$ cat config.mk
export PLATFORM = sky130hd
export DESIGN_NAME = irq_ctrl_flat
export DESIGN_NICKNAME = d
export VERILOG_FILES = /design/src/rtl/irq_ctrl_pkg.sv /design/src/rtl/irq_ctrl_if.sv /design/src/rtl/irq_ctrl_prio_enc.sv /design/src/rtl/irq_ctrl.sv /design/src/flat_wrapper.sv
export SDC_FILE = /design/constraint.sdc
export NUM_CORES = 1
export LEC_CHECK = 0
export CAP_MARGIN = 20
export CORE_AREA = 2 2 110 123
export CTS_CLUSTER_DIAMETER = 80
export CTS_CLUSTER_SIZE = 40
export DETAILED_ROUTE_END_ITERATION = 16
export DIE_AREA = 0 0 112 125
export HOLD_SLACK_MARGIN = 0.05
export PLACE_DENSITY = 0.79
export SETUP_SLACK_MARGIN = 0.05
export SLEW_MARGIN = 20
export SYNTH_ARGS = -nofsm -noshare
export SYNTH_HDL_FRONTEND = slang
export SYNTH_HIERARCHICAL = 1
export SYNTH_SLANG_ARGS = --single-unit
$ cat constraint.sdc
create_clock -name clk -period 2.4 [get_ports clk]
set_clock_uncertainty 0.15 [all_clocks]
set_input_delay 0.48 -clock clk [delete_from_list [all_inputs] [get_ports clk]]
set_output_delay 0.48 -clock clk [all_outputs]
set_load 0.01 [all_outputs]
$ cat src/rtl/irq_ctrl_pkg.sv
// Shared definitions for the interrupt controller: register map, FSM encoding, sizes.
package irq_ctrl_pkg;

    localparam int unsigned IdW = 5;

    localparam logic [2:0] RegPend   = 3'd0;
    localparam logic [2:0] RegEna    = 3'd1;
    localparam logic [2:0] RegActive = 3'd2;
    localparam logic [2:0] RegVec    = 3'd3;
    localparam logic [2:0] RegCtrl   = 3'd4;
    localparam logic [2:0] RegSwset  = 3'd5;
    localparam logic [2:0] RegEoi    = 3'd6;

    typedef enum logic [1:0] {
        StIdle = 2'd0,
        StReq  = 2'd1,
        StSvc  = 2'd2
    } state_e;

endpackage

$ cat src/rtl/irq_ctrl_if.sv
// Bus slave window plus the CPU request/ack handshake of the interrupt controller.
interface irq_ctrl_if #(
    parameter int unsigned WIDTH = 32
);
    import irq_ctrl_pkg::*;

    logic             cs;
    logic             wen;
    logic [2:0]       addr;
    logic [WIDTH-1:0] din;
    logic [WIDTH-1:0] dout;
    logic             irq_req;
    logic [IdW-1:0]   irq_id;
    logic             irq_ack;
    logic             in_service;

    modport master (
        output cs, wen, addr, din, irq_ack,
        input  dout, irq_req, irq_id, in_service
    );

    modport slave (
        input  cs, wen, addr, din, irq_ack,
        output dout, irq_req, irq_id, in_service
    );

endinterface

$ cat src/rtl/irq_ctrl_prio_enc.sv
// Lowest-index-wins priority encoder: idx_o is the lowest set bit of vec_i.
module irq_ctrl_prio_enc #(
    parameter int unsigned WIDTH = 32,
    parameter int unsigned IDW   = 5
) (
    input  logic [WIDTH-1:0] vec_i,
    output logic [IDW-1:0]   idx_o,
    output logic             valid_o
);

    always_comb begin
        idx_o = '0;
        // Scan downwards so the last hit, the lowest index, wins.
        for (int i = int'(WIDTH) - 1; i >= 0; i--) begin
            if (vec_i[i]) begin
                idx_o = IDW'(i);
            end
        end
        valid_o = |vec_i;
    end

endmodule

$ cat src/rtl/irq_ctrl.sv
// Memory-mapped interrupt controller: edge-latched pending bits, enable mask,
// fixed lowest-index priority and a request/ack/EOI handshake towards the CPU.
module irq_ctrl
    import irq_ctrl_pkg::*;
#(
    parameter int unsigned WIDTH = 32
) (
    input  logic             clk,
    input  logic             reset,
    input  logic [WIDTH-1:0] irq_in,
    irq_ctrl_if.slave        bus
);

    state_e           state_q, state_d;
    logic [WIDTH-1:0] pend_q, pend_d;
    logic [WIDTH-1:0] ena_q, ena_d;
    logic [WIDTH-1:0] prev_q, prev_d;
    logic             gen_q, gen_d;
    logic             irq_req_q, irq_req_d;
    logic             in_service_q, in_service_d;
    logic [IdW-1:0]   irq_id_q, irq_id_d;

    logic             wr;
    logic             eoi_wr;
    logic             ack_fire;
    logic [WIDTH-1:0] active;
    logic [WIDTH-1:0] rise;
    logic [WIDTH-1:0] w1c;
    logic [WIDTH-1:0] sws;
    logic [WIDTH-1:0] ack_clr;
    logic [IdW-1:0]   enc_idx;
    logic             enc_valid;

    assign active = pend_q & ena_q;

    irq_ctrl_prio_enc #(
        .WIDTH (WIDTH),
        .IDW   (IdW)
    ) u_prio_enc (
        .vec_i   (active),
        .idx_o   (enc_idx),
        .valid_o (enc_valid)
    );

    always_comb begin
        wr      = bus.cs & bus.wen;
        eoi_wr  = wr && (bus.addr == RegEoi);
        prev_d  = irq_in;
        rise    = irq_in & ~prev_q;
        ena_d   = (wr && (bus.addr == RegEna)) ? bus.din : ena_q;
        gen_d   = (wr && (bus.addr == RegCtrl)) ? bus.din[0] : gen_q;
        w1c     = (wr && (bus.addr == RegPend)) ? bus.din : '0;
        sws     = (wr && (bus.addr == RegSwset)) ? bus.din : '0;
        ack_clr = ack_fire ? (WIDTH'(1) << irq_id_q) : '0;
        // Sets are applied after clears so a simultaneous set always wins.
        pend_d  = (pend_q & ~(w1c | ack_clr)) | rise | sws;
    end

    always_comb begin
        state_d      = state_q;
        irq_req_d    = irq_req_q;
        irq_id_d     = irq_id_q;
        in_service_d = in_service_q;
        ack_fire     = 1'b0;
        unique case (state_q)
            StIdle: begin
                if (gen_q && enc_valid) begin
                    state_d   = StReq;
                    irq_req_d = 1'b1;
                    irq_id_d  = enc_idx;
                end
            end
            StReq: begin
                // irq_id stays frozen; only withdrawal or ack leaves this state.
                if (!gen_q || !active[irq_id_q]) begin
                    state_d   = StIdle;
                    irq_req_d = 1'b0;
                end else if (bus.irq_ack) begin
                    ack_fire     = 1'b1;
                    irq_req_d    = 1'b0;
                    in_service_d = 1'b1;
                    state_d      = StSvc;
                end
            end
            StSvc: begin
                if (eoi_wr) begin
                    in_service_d = 1'b0;
                    state_d      = StIdle;
                end
            end
            default: begin
                state_d   = StIdle;
                irq_req_d = 1'b0;
            end
        endcase
    end

    always_comb begin
        bus.dout = '0;
        if (bus.cs) begin
            case (bus.addr)
                RegPend:   bus.dout = pend_q;
                RegEna:    bus.dout = ena_q;
                RegActive: bus.dout = active;
                RegVec:    bus.dout = {in_service_q, {(WIDTH - IdW - 1){1'b0}}, irq_id_q};
                RegCtrl:   bus.dout = {{(WIDTH - 1){1'b0}}, gen_q};
                default:   bus.dout = '0;
            endcase
        end
    end

    assign bus.irq_req    = irq_req_q;
    assign bus.irq_id     = irq_id_q;
    assign bus.in_service = in_service_q;

    always_ff @(posedge clk) begin
        if (!reset) begin
            state_q      <= StIdle;
            pend_q       <= '0;
            ena_q        <= '0;
            prev_q       <= '0;
            gen_q        <= 1'b0;
            irq_req_q    <= 1'b0;
            in_service_q <= 1'b0;
            irq_id_q     <= '0;
        end else begin
            state_q      <= state_d;
            pend_q       <= pend_d;
            ena_q        <= ena_d;
            prev_q       <= prev_d;
            gen_q        <= gen_d;
            irq_req_q    <= irq_req_d;
            in_service_q <= in_service_d;
            irq_id_q     <= irq_id_d;
        end
    end

endmodule

$ cat src/flat_wrapper.sv
// flat-port wrapper written by rule: the top's interface ports become plain ports
module irq_ctrl_flat import irq_ctrl_pkg::*;
#(
    parameter int unsigned WIDTH = 32
)
  (clk, reset, irq_in, bus_cs, bus_wen, bus_addr, bus_din, bus_irq_ack, bus_dout, bus_irq_req, bus_irq_id, bus_in_service);
  irq_ctrl_if #(.WIDTH(WIDTH)) bus_i ();
  input  logic clk;
  input  logic reset;
  input  logic [WIDTH-1:0] irq_in;
  input wire logic [$bits(bus_i.cs)-1:0] bus_cs;
  input wire logic [$bits(bus_i.wen)-1:0] bus_wen;
  input wire logic [$bits(bus_i.addr)-1:0] bus_addr;
  input wire logic [$bits(bus_i.din)-1:0] bus_din;
  input wire logic [$bits(bus_i.irq_ack)-1:0] bus_irq_ack;
  output wire logic [$bits(bus_i.dout)-1:0] bus_dout;
  output wire logic [$bits(bus_i.irq_req)-1:0] bus_irq_req;
  output wire logic [$bits(bus_i.irq_id)-1:0] bus_irq_id;
  output wire logic [$bits(bus_i.in_service)-1:0] bus_in_service;
  assign bus_i.cs = bus_cs;
  assign bus_i.wen = bus_wen;
  assign bus_i.addr = bus_addr;
  assign bus_i.din = bus_din;
  assign bus_i.irq_ack = bus_irq_ack;
  assign bus_dout = bus_i.dout;
  assign bus_irq_req = bus_i.irq_req;
  assign bus_irq_id = bus_i.irq_id;
  assign bus_in_service = bus_i.in_service;
  irq_ctrl #(.WIDTH(WIDTH)) u_core (.clk(clk), .reset(reset), .irq_in(irq_in), .bus(bus_i));
endmodule
# Word level (Yosys, flattened, before mapping)

Index checks and enable logic that the tools add are counted.

Shift operators: 1
Bitwise operators: 10
Multiplexer cells: 55
Order comparisons: 1
Equal/unequal tests: 13
Reductions and logical operators: 17

Operators with widths:

| operator                                                    | count |
|---|---|
| two-way mux 5 bit                                           | 32 |
| case mux 32 bit (5 select lines)                            | 1 |
| two-way mux 32 bit                                          | 4 |
| AND 32 bit                                                  | 3 |
| OR 32 bit                                                   | 3 |
| inverter 32 bit                                             | 2 |
| OR reduction 32 bit                                         | 1 |
| left shift 1 x 5 -> 32 bit (first input constant)           | 1 |
| two-way mux 1 bit                                           | 10 |
| == test 3 bit (second input constant)                       | 3 |
| two-way mux 2 bit                                           | 4 |
| == test 3 x 2 -> 1 bit (second input constant)              | 2 |
| logical AND 1 bit                                           | 6 |
| less-than comparator 5 x 6 -> 1 bit (second input constant) | 1 |
| case mux 2 bit (3 select lines)                             | 1 |
| AND reduction 3 bit                                         | 2 |
| binary-select mux 1 bit (select 5 bit)                      | 1 |
| != test 2 x 1 -> 1 bit (second input constant)              | 2 |
| != test 2 bit (second input constant)                       | 2 |
| AND reduction 4 bit                                         | 1 |
| == test 3 x 1 -> 1 bit (second input constant)              | 1 |
| zero test 3 bit                                             | 1 |
| != test 3 x 2 -> 1 bit (second input constant)              | 1 |
| case mux 1 bit (3 select lines)                             | 1 |
| 10 further kinds                                            | 11 |

Register bits after elaboration: 106
Output and inout bits: 39
Bits of input ports: 72
Word-level logic and storage cells: 105

# Longest topological paths before layout

Depth after elaboration: 33
Depth in mapped cells: 11
Depth with buffers taken out: 10

# Hierarchy

The synthesis kept the hierarchy.

Modules (own cells, without submodules):

| module            | seq. area each (um^2) | instances | area each (um^2) | cells each |
|---|---|---|---|---|
| irq_ctrl          | 2,122.0               | 1         | 5,655.4          | 782 |
| irq_ctrl_prio_enc | 0.0                   | 1         | 385.4            | 65 |

# Worst setup path after synthesis

No wires, ideal clock.

Kind: in2out
Start: in bus_addr[0]
End: out bus_dout[21]
Buffers on the path: 3
Setup slack: 52 ps
Stages on the path: 6
Arrival time: 1,718 ps
Cell sequence: clkbuf_1 nor2b_1 clkbuf_1 clkbuf_1 o21ai_0 a21oi_1

Longest elaborated chain between the ends: 3

Ends and longest elaborated chain:

| element                                     | RTL line           | source |
|---|---|---|
| start: declaration                          | flat_wrapper.sv:13 | `input wire logic [$bits(bus_i.addr)-1:0] bus_addr;` |
| == test 3 bit, or another cell as far along | irq_ctrl.sv:101    | `case (bus.addr)` |
| case mux 32 bit (5 select lines) (*)        | irq_ctrl.sv:101    |  |
| two-way mux 32 bit (*)                      | irq_ctrl.sv:100    | `if (bus.cs) begin` |
| end: declaration                            | flat_wrapper.sv:16 | `output wire logic [$bits(bus_i.dout)-1:0] bus_dout;` |

Every way passes the cells marked *; elsewhere a longest branch is shown, timed or not.

# Final worst setup path

Start: in bus_addr[0]
End: out bus_dout[24]

Same word-level chain as after synthesis.

==> impl_metrics.env <==
export IMPL_outcome="complete, no violations"
export IMPL_synthesis_nets=919
export IMPL_synth_cell_types=59
export IMPL_final_util_pct=63.0
export IMPL_leakage_nw=3.16
export IMPL_dp_cells=1130
export IMPL_cts_hold_fix_buffers=0
export IMPL_hp_class="flop to flop"
export IMPL_worstPathMaxFanout=10
export IMPL_ys_warnings_count=6
export IMPL_min_period_ps=2340
export IMPL_clock_latency_ps=350
export IMPL_synth_seq_cells=106
export IMPL_vias=6720
export IMPL_layout_commonest_cell="nand2_1"
export IMPL_peakVddDrop_mv=0.306
export IMPL_grt_ovfl_total=0
export IMPL_yosys_top_cells_area="dfxtp_1 35%, nand2_1 12%, a21oi_1 7.1%"
export IMPL_whs_ps=317
export IMPL_final_hold_viol_count=0
export IMPL_clockBufferDepth=2
export IMPL_post_route_period_util_pct=97.4
export IMPL_fin_setup_tns_ps=0
export IMPL_layout_common_cells="191 x nand2_1, 98 x dfxtp_1, 81 x a21oi_1"
export IMPL_setup_viol=0
export IMPL_drtAntennaViolNets=0
export IMPL_num_rows=44
export IMPL_hpwl_um=14500
export IMPL_power_density_nw_per_um2=503
export IMPL_dr_pass1_iters=5
export IMPL_n_fill_cell=1136
export IMPL_synth_edf_count=0
export IMPL_grtUsageTotal_pct=28.5
export IMPL_cts_root_buf="clkbuf_16"
export IMPL_worstPathRequired_ps=1770
export IMPL_drive_gt1_share_pct=17.4
export IMPL_syn_inst=847
export IMPL_gp_congestion=0.954
export IMPL_endpoint_kind="primary output"
export IMPL_synth_area_sq_um=6040
export IMPL_drt_initial_drc_count=630
export IMPL_cap_violations=0
export IMPL_diodes=0
export IMPL_grt_pass1_vias=6373
export IMPL_wl_per_cell_um=17.5
export IMPL_core_sq_um=12900
export IMPL_grt_pass1_wl_um=32400
export IMPL_slew_headroom_pct=65.4
export IMPL_via_per_inst=5.85
export IMPL_placedInstanceArea_sq_um=7720
export IMPL_clkSinkCount=106
export IMPL_cts_inserted_buffers=9
export IMPL_cts_tree="done"
export IMPL_synthFlopType="dfxtp_1"
export IMPL_critical_path_class="input port to primary output"
export IMPL_wl_um=20100
export IMPL_power_mw=4.08
export IMPL_tightest_slew_ps=515
export IMPL_yosysSeqAreaShare_pct=35.1
export IMPL_htreeDepth=3
export IMPL_die_h_um=125
export IMPL_nets=1055
export IMPL_die_x_um=112
export IMPL_rsz0062_at_grt="yes"
export IMPL_fmax_mhz=428
export IMPL_cp_start_kind="input port"
export IMPL_cp_arrival_ps=1710
export IMPL_pin_count=111
export IMPL_fin_ws_ps=61.5
export IMPL_area_delta_synth_final_pct=34.4
export IMPL_synth_top_area_cell="dfxtp_1"
export IMPL_dieArea_sq_um=14000
export IMPL_ys_async_sr_fraction_pct=0
export IMPL_port_buffers=110
export IMPL_antenna_found_initial=0
export IMPL_stdcell_count=1149
export IMPL_route_detailed_drc=0
export IMPL_start_util_pct=46.9
export IMPL_pre_cts_slack_ps=-673
export IMPL_synth_avg_cell_area_sq_um=7.13
export IMPL_cts_reportedPaths_clkPinSlew_ps=70
export IMPL_drv_slew=0
export IMPL_design_area_sq_um=8120
export IMPL_synth_top_area_share_pct=35.1
export IMPL_grt_start_max_net_pins=35
## power by group
group	switching, mW	internal, mW
clock network	0.684	0.810
logic	0.320	0.328
registers	0.0761	1.86
total	1.08	3.00
## metal layers
metal  global-route usage [%]  up-vias  share of wire [%]  routed length (um)
met5                        0        -                  0                   0
met4                     10.4        0                2.9                 582
met3                     4.80       51                9.4                1900
met2                     47.1      387                 47                9510
met1                     37.7     3111                 40                8070
li1                         -     3171                  -                   -
## logic make-up (layout without fill, tap and decap cells)
kind of cell | Yosys count | after routing | share of synthesized area [%]
muxes | 12 | 12 | 3.23
and+or+nand+nor | 406 | 406 | 31.8
buffers and inverters | 95 | 236 | 6.50
AOI/OAI and AO/OA | 228 | 228 | 23.4
DFF | 106 | 106 | 35.1
## area by class of cell
type                       count  area (sq um)  share of cell area [%]
multi-input combinational    646          3630                    44.7
sequential                   106          2130                    26.3
clock buffer                   9           225                    2.77
inverter                      38           143                    1.76
tap                          161           201                    2.48
clock inverter                 7          67.6                   0.832
timing repair buffer         182          1720                    21.2
## synthesized netlist by cell type, types with 3 or more instances
cell type and number:
or3b_1 3, nand2_1 193, inv_1 37, nor3_2 3, a211oi_1 5, clkbuf_1 38
a221oi_1 6, o21ai_1 8, o21bai_1 4, buf_2 11, o211ai_1 6, o31ai_1 16
a21oi_1 86, a22oi_1 12, o221ai_1 6, o21ai_0 54, and2_1 37, nor4_1 7
nor3_1 19, nor2b_1 43, mux4_2 6, buf_1 4, nor2_1 58, nand3_1 20
nand4_1 3, dfxtp_1 106, a221o_1 3, mux2i_1 6
## final timing paths
path / from / depth (start not counted) / to / slack, ps
worst min-delay path: u_core/ena_q[15] / 2 / u_core/ena_q[15] / 320
worst min register to register: u_core/ena_q[15] / 2 / u_core/ena_q[15] / 320
worst max-delay path: bus_addr[0] / 7 / bus_dout[24] / 60
worst max register to register: u_core/pend_q[28] / 7 / u_core/pend_q[22] / 120
## state kept, by name, indices dropped and copies added, names as in the netlist
register	cells
u_core/ena_q	32
u_core/pend_q	32
u_core/prev_q	32
u_core/bus.irq_id	5
u_core/state_q	2
u_core/bus.in_service	1
u_core/bus.irq_req	1
u_core/gen_q	1
## critical path: stages
cell	delay, ps
clkdlybuf4s15_2	240
buf_8	160
nor2_4	150
buf_6	170
nand2_1	80
a21oi_2	170
clkdlybuf4s15_2	240
## repair_timing
item	in CTS	in global routing
resized for setup	108	44
pin swaps	5	9
hold endpoints to repair	0	0
endpoints found under the setup margin	64	42
buffers inserted	0	3
cloned	0	0
No activity file was read; power rests on OpenSTA's default activity.
